--- src/rtl/axi_read_slave.sv ---
// AXI3 read slave: queued AR requests, R bursts served from a word memory.
// Memory is loaded through a backdoor port; out-of-range or illegal bursts answer SLVERR.
module axi_read_slave #(
    parameter int BusWidth = 32,
    parameter int tagbits  = 1,
    parameter int MemDepth = 64,
    parameter int QDepth   = 2
) (
    input  logic                        ACLK,
    input  logic                        ARESETn,
    input  logic                        mem_we,
    input  logic [$clog2(MemDepth)-1:0] mem_waddr,
    input  logic [BusWidth-1:0]         mem_wdata,
    input  logic [tagbits-1:0]          ARID,
    input  logic [BusWidth-1:0]         ARADDR,
    input  logic [3:0]                  ARLEN,
    input  logic [1:0]                  ARSIZE,
    input  logic [1:0]                  ARBURST,
    input  logic [1:0]                  ARLOCK,
    input  logic [3:0]                  ARCACHE,
    input  logic [2:0]                  ARPROT,
    input  logic                        ARVALID,
    output logic                        ARREADY,
    output logic [tagbits-1:0]          RID,
    output logic [BusWidth-1:0]         RDATA,
    output logic [1:0]                  RRESP,
    output logic                        RLAST,
    output logic                        RVALID,
    input  logic                        RREADY
);
    localparam int AW   = $clog2(MemDepth);
    localparam int QW   = $clog2(QDepth);
    localparam int OffW = $clog2(BusWidth / 8);

    typedef struct packed {
        logic [tagbits-1:0]  id;
        logic [BusWidth-1:0] addr;
        logic [3:0]          len;
        logic [1:0]          size;
        logic [1:0]          burst;
    } req_t;

    typedef enum logic {IDLE, SEND} state_t;

    logic [BusWidth-1:0] mem [MemDepth];
    req_t                q_mem [QDepth];
    logic [QW-1:0]       wptr_q, rptr_q;
    logic [QW:0]         cnt_q, cnt_d;
    logic                push, pop, empty;
    req_t                head;

    state_t              state_q, state_d;
    logic [tagbits-1:0]  rid_q, rid_d;
    logic [BusWidth-1:0] rdata_q, rdata_d;
    logic [1:0]          rresp_q, rresp_d;
    logic                rlast_q, rlast_d;
    logic                rvalid_q, rvalid_d;
    logic [BusWidth-1:0] addr_q, addr_d;
    logic [3:0]          len_q, len_d;
    logic [1:0]          size_q, size_d;
    logic [1:0]          burst_q, burst_d;
    logic [3:0]          beat_q, beat_d;
    logic                err_q, err_d;

    logic [BusWidth-1:0] beat_addr, word;
    logic                beat_err, oob, upd;
    logic                unused_ok;

    assign unused_ok = ^{ARLOCK, ARCACHE, ARPROT};

    function automatic logic burst_err(
        input logic [BusWidth-1:0] a,
        input logic [3:0]          len,
        input logic [1:0]          size,
        input logic [1:0]          burst
    );
        logic [BusWidth-1:0] nb;
        logic                len_ok;
        nb     = BusWidth'(1) << size;
        len_ok = (len == 4'd1) || (len == 4'd3) ||
                 (len == 4'd7) || (len == 4'd15);
        return (burst == 2'b11) || (int'(size) > OffW) ||
               ((burst == 2'b10) && (!len_ok || ((a & (nb - 1'b1)) != '0)));
    endfunction

    function automatic logic [BusWidth-1:0] next_addr(
        input logic [BusWidth-1:0] a,
        input logic [3:0]          len,
        input logic [1:0]          size,
        input logic [1:0]          burst
    );
        logic [BusWidth-1:0] nb, bnd;
        nb  = BusWidth'(1) << size;
        bnd = nb * (BusWidth'(len) + BusWidth'(1));
        case (burst)
            2'b01:   return a + nb;
            2'b10:   return (a & ~(bnd - 1'b1)) | ((a + nb) & (bnd - 1'b1));
            default: return a;
        endcase
    endfunction

    always_ff @(posedge ACLK) begin
        if (mem_we) mem[mem_waddr] <= mem_wdata;
    end

    assign empty   = (cnt_q == '0);
    assign ARREADY = (cnt_q != (QW + 1)'(QDepth));
    assign push    = ARVALID && ARREADY;
    assign head    = q_mem[rptr_q];

    always_ff @(posedge ACLK) begin
        if (push) q_mem[wptr_q] <= '{ARID, ARADDR, ARLEN, ARSIZE, ARBURST};
    end

    always_comb begin
        cnt_d = cnt_q;
        case ({push, pop})
            2'b10:   cnt_d = cnt_q + 1'b1;
            2'b01:   cnt_d = cnt_q - 1'b1;
            default: cnt_d = cnt_q;
        endcase
    end

    always_ff @(posedge ACLK or negedge ARESETn) begin
        if (!ARESETn) begin
            wptr_q <= '0;
            rptr_q <= '0;
            cnt_q  <= '0;
        end else begin
            if (push) wptr_q <= wptr_q + 1'b1;
            if (pop)  rptr_q <= rptr_q + 1'b1;
            cnt_q <= cnt_d;
        end
    end

    assign word = beat_addr >> OffW;
    assign oob  = (word >= BusWidth'(MemDepth));

    always_comb begin
        state_d   = state_q;
        rid_d     = rid_q;
        rdata_d   = rdata_q;
        rresp_d   = rresp_q;
        rlast_d   = rlast_q;
        rvalid_d  = rvalid_q;
        addr_d    = addr_q;
        len_d     = len_q;
        size_d    = size_q;
        burst_d   = burst_q;
        beat_d    = beat_q;
        err_d     = err_q;
        pop       = 1'b0;
        upd       = 1'b0;
        beat_addr = next_addr(addr_q, len_q, size_q, burst_q);
        beat_err  = err_q;
        case (state_q)
            IDLE: begin
                rvalid_d = 1'b0;
                pop      = !empty;
            end
            SEND: begin
                if (rvalid_q && RREADY) begin
                    if (!rlast_q) begin
                        upd     = 1'b1;
                        addr_d  = beat_addr;
                        beat_d  = beat_q + 4'd1;
                        rlast_d = ((beat_q + 4'd1) == len_q);
                    end else if (!empty) begin
                        pop = 1'b1;
                    end else begin
                        rvalid_d = 1'b0;
                        rlast_d  = 1'b0;
                        state_d  = IDLE;
                    end
                end
            end
            default: state_d = IDLE;
        endcase
        // A pop loads the head request and presents its first beat next cycle
        if (pop) begin
            upd       = 1'b1;
            beat_addr = head.addr;
            beat_err  = burst_err(head.addr, head.len, head.size, head.burst);
            rid_d     = head.id;
            addr_d    = head.addr;
            len_d     = head.len;
            size_d    = head.size;
            burst_d   = head.burst;
            err_d     = beat_err;
            beat_d    = 4'd0;
            rlast_d   = (head.len == 4'd0);
            rvalid_d  = 1'b1;
            state_d   = SEND;
        end
        if (upd) begin
            rdata_d = (beat_err || oob) ? '0 : mem[word[AW-1:0]];
            rresp_d = (beat_err || oob) ? 2'b10 : 2'b00;
        end
    end

    always_ff @(posedge ACLK or negedge ARESETn) begin
        if (!ARESETn) begin
            state_q  <= IDLE;
            rid_q    <= '0;
            rdata_q  <= '0;
            rresp_q  <= 2'b00;
            rlast_q  <= 1'b0;
            rvalid_q <= 1'b0;
            addr_q   <= '0;
            len_q    <= '0;
            size_q   <= '0;
            burst_q  <= '0;
            beat_q   <= '0;
            err_q    <= 1'b0;
        end else begin
            state_q  <= state_d;
            rid_q    <= rid_d;
            rdata_q  <= rdata_d;
            rresp_q  <= rresp_d;
            rlast_q  <= rlast_d;
            rvalid_q <= rvalid_d;
            addr_q   <= addr_d;
            len_q    <= len_d;
            size_q   <= size_d;
            burst_q  <= burst_d;
            beat_q   <= beat_d;
            err_q    <= err_d;
        end
    end

    assign RID    = rid_q;
    assign RDATA  = rdata_q;
    assign RRESP  = rresp_q;
    assign RLAST  = rlast_q;
    assign RVALID = rvalid_q;

endmodule

--- config.mk ---
export PLATFORM = sky130hd
export DESIGN_NAME = axi_read_slave
export DESIGN_NICKNAME = d
export VERILOG_FILES = /design/src/rtl/axi_read_slave.sv
export SDC_FILE = /design/constraint.sdc
export NUM_CORES = 2
export LEC_CHECK = 0
export CORE_MARGIN = 2
export CORE_UTILIZATION = 59
export CTS_CLUSTER_DIAMETER = 60
export CTS_CLUSTER_SIZE = 24
export DETAILED_ROUTE_END_ITERATION = 8
export PLACE_DENSITY = 0.82
export SYNTH_ARGS = -nofsm -noshare
export SYNTH_HDL_FRONTEND = slang
export SYNTH_SLANG_ARGS = --single-unit
--- constraint.sdc ---
create_clock -name ACLK -period 10.4 [get_ports ACLK]
set_input_delay 2.08 -clock ACLK [delete_from_list [all_inputs] [get_ports ACLK]]
set_output_delay 2.08 -clock ACLK [all_outputs]
set_load 0.01 [all_outputs]
==> results.md <==
- Status: complete, but fails checks
- Failing checks: capacitance limit
- Sequential cell area: 66,100 sq um
- Actual slew at the worst max-slew pin: 1460 ps
- Async SR Flop Fraction: 3.88%
- Routed Wire Length: 233,000 um
- Initial antenna violation count: 34
- Drt first pass iters: 6
- Prevailing post-synth register cell: edfxtp_1
- Leakage: 31.7 nW
- Largest net degree at the start of global routing: 185
- Min-delay worst type: flip-flop to flip-flop
- Grt total ovfl: 0
- Syn Inst Count: 6,112
- Worst path required time: 11,130 ps
- Reg2reg start: len_q[0]
- H-Tree Depth: 4
- Max IR drop VDD: 0.000637 V
- Die Y-Extent: 393 um
- Synth warn: 0
- FF+latch count, synth: 2,216
- WP data arrival: 8280 ps
- Post-synthesis mux area share: 3.97%
- Setup Fix Bufs, Post-CTS: 0
- Main combinational cell family by area after synthesis: simple AND/OR/NAND/NOR gates
- Final cycle utilization of the critical path: 72.5%
- Unrepaired setup endpoints after global routing: no
- Fraction of layout cells with a size suffix above 1: 10.3%
- Wirelength per Cell: 28.4 um
- Num ports: 131
- Hold_buf cts: 0
- Die area: 154,000 sq um
- Port buffer count: 120
- Core Area: 150,000 sq um
- DR vias/cell: 6.76
- Final core occ: 65.0%
- Post-layout power: 30.5 mW
- Slew Viols, Final: 0
- Number of global-route vias before repair: 53.7k
- Sequential area share after synthesis: 74.1%
- Pwr dens: 313 nW/um^2
- Initial Util: 59.5%
- Synth Area in Compound Gates: 8.12%
- Crit Path Class: flip-flop to flip-flop
- Delay-heaviest family, CP: simple AND/OR/NAND/NOR gates
- Total number of vias: 55.6k
- P&R area growth vs syn: 9.24%
- Levels on crit path: 20
- Hold Path Depth: 2
- CTS sink cnt: 2,216
- Slowest-stage cell, CP: nor4_1
- Setup crit end kind: flip-flop
- Final setup fails: 0
- Slew HR: 1.51%
- CTS tree: built
- Number of DRC markers in iteration 0: 9,293
- Critical path buffers and inverters: 3
- Clock Skew: 39.0 ps
- Fillers: 9,752
- Final Wtd Congestion: 0.898
- Post-synthesis average cell area: 14.6 sq um
- Total GRT Usage: 30.0%
- Synthesized cell area: 89,300 sq um
- Final ANT Viol Nets: 0
- Site row count: 142
- Post-CTS Resized: 0
- Area of the multi-input gates: 21,800 sq um
- Clk Latency, worst-skew pair: 810 ps
- Post-Syn Nets: 6,247
- Total CTS buffers: 135
- Synth Area in Simple Gates: 10.9%
- Final net count: 6,213
- CTS max path bufs: 3
- Worst reg2reg path depth: 20
- Die width: 393 um
- First-pass GRT wire length: 340,000 um
- Worst setup SP type: flip-flop
- Final min period: 7540 ps
- Worst setup path start: len_q[0]
- Yosys cell types: 87
- Post-synth EDFFs: 2,130
- Clock root buffer: clkbuf_16
- # DRC: 0
- Post-Synth XOR/XNOR Area: 0.167%
- Max cap viols: 1
- Fmax: 133 MHz
- Max incr delay on CP: 1150 ps
- Sequence of cells on the critical path: nand3_1 -> xnor2_1 -> nand2_1 -> ha_1 -> fa_1 -> fa_1 -> inv_1 -> ha_1 -> and2_1 -> a221oi_1 -> nand3_1 -> a211oi_1 -> a211oi_4 -> buf_4 -> nand4_1 -> buf_4 -> o22ai_1 -> nor4_1 -> a32oi_1 -> nor2_1
- Clock transition at the registers of the reported paths: 90 ps
- DP Wirelength: 123,000 um
- Crit-path max FO: 41
- Post-Synth Adder-Cell Area: 0.673%
- Setup TNS: 0 ps
- Final hold vios: 0
- HP Start: err_q
==> final timing paths <==
| path | to | slack [ps] |
|---|---|---|
| min in group asynchronous | addr_q[17] | 1270 |
| worst min-delay path | err_q | 490 |
| worst max register to register | RDATA[11] | 2860 |
| worst max-delay path | RDATA[11] | 2860 |
| max in group asynchronous | RDATA[15] | 7730 |
| worst min register to register | err_q | 490 |
==> cells by family after synthesis <==
group                      after synthesis
DFF                                   2216
and+or+nand+nor                       2195
AOI/OAI and AO/OA                      994
buffers and inverters                  456
muxes                                  191
adders and majority gates               42
xor gates and xnor gates                17
other                                    1
==> area by class of cell <==
class	instances	area share (%)
Antenna cell	13	0.0334
Clock buffer	161	3.67
Clock inverter	84	1.15
Inverter	43	0.171
Multi-Input combinational cell	3440	22.4
Sequential cell	2216	67.8
Tap cell	2016	2.59
Timing Repair Buffer	242	2.20
==> sequential cells by signal, summed over array words and instances, names as in the netlist <==
signal,cells
burst_q,2
beat_q,4
RRESP,1
addr_q,32
RID,1
mem,2048
RVALID,1
wptr_q,1
state_q,1
len_q,4
RDATA,32
RLAST,1
err_q,1
q_mem,82
size_q,2
cnt_q,2
rptr_q,1
==> routing by layer <==
layer / up-vias / routed length, um / track usage (%)
li1: 23400 / - / -
met1: 27500 / 79300 / 39.4
met2: 4011 / 111000 / 47.7
met3: 692 / 31800 / 7.80
met4: 18 / 11500 / 13.5
met5: - / 163 / 0.255
==> layout by cell type (no fill, tap or decap), types with 121 or more instances in the layout <==
cell       Yosys  final
a31oi_1      173    173
and2_1       136    136
edfxtp_1    2130   2130
nand3_1      167    167
and3_1       198    197
mux4_2       128    128
a211oi_1     173    172
a311oi_1     222    222
nand2_1     1368   1368
nor2_1       186    121
clkbuf_16      0    138
==> worst min-delay path: stages, from the launching register on <==
cell and delay (ps):
dfrtp_1 330, mux2i_1 80, inv_1 50
==> power breakdown <==
group          switching [mW]  internal [mW]  total (mW)
Sequential              0.184           10.0        10.2
Clock                    3.13           2.80        5.93
Combinational            9.43           4.92        14.3
==> metrics by stage <==
stage | cell area [sq um] | setup WS [ps] | std cells | hold slack [ps]
6_report | 97500 | 2860 | 8215 | 486
3_5_place_dp | 92800 | 2990 | 7957 | 467
5_1_grt | 97500 | 2680 | 8209 | 519
3_3_place_gp | 92800 | 3120 | 7957 | 470
4_1_cts | 97500 | 3150 | 8202 | 491
2_1_floorplan | 89300 | 5120 | 6112 | 440
==> cell usage after synthesis, types with 118 or more instances <==
library cell	number	area share, %
mux4_2	128	3.2
clkbuf_1	262	1.1
and3_1	198	1.4
nor2_1	186	0.78
a311oi_1	222	2.2
nand3_1	167	0.94
nand2_1	1368	5.8
edfxtp_1	2130	72
a31oi_1	173	1.2
o21ai_0	118	0.66
a211oi_1	173	1.5
and2_1	136	0.95
No activity file was read; power rests on OpenSTA's default activity.
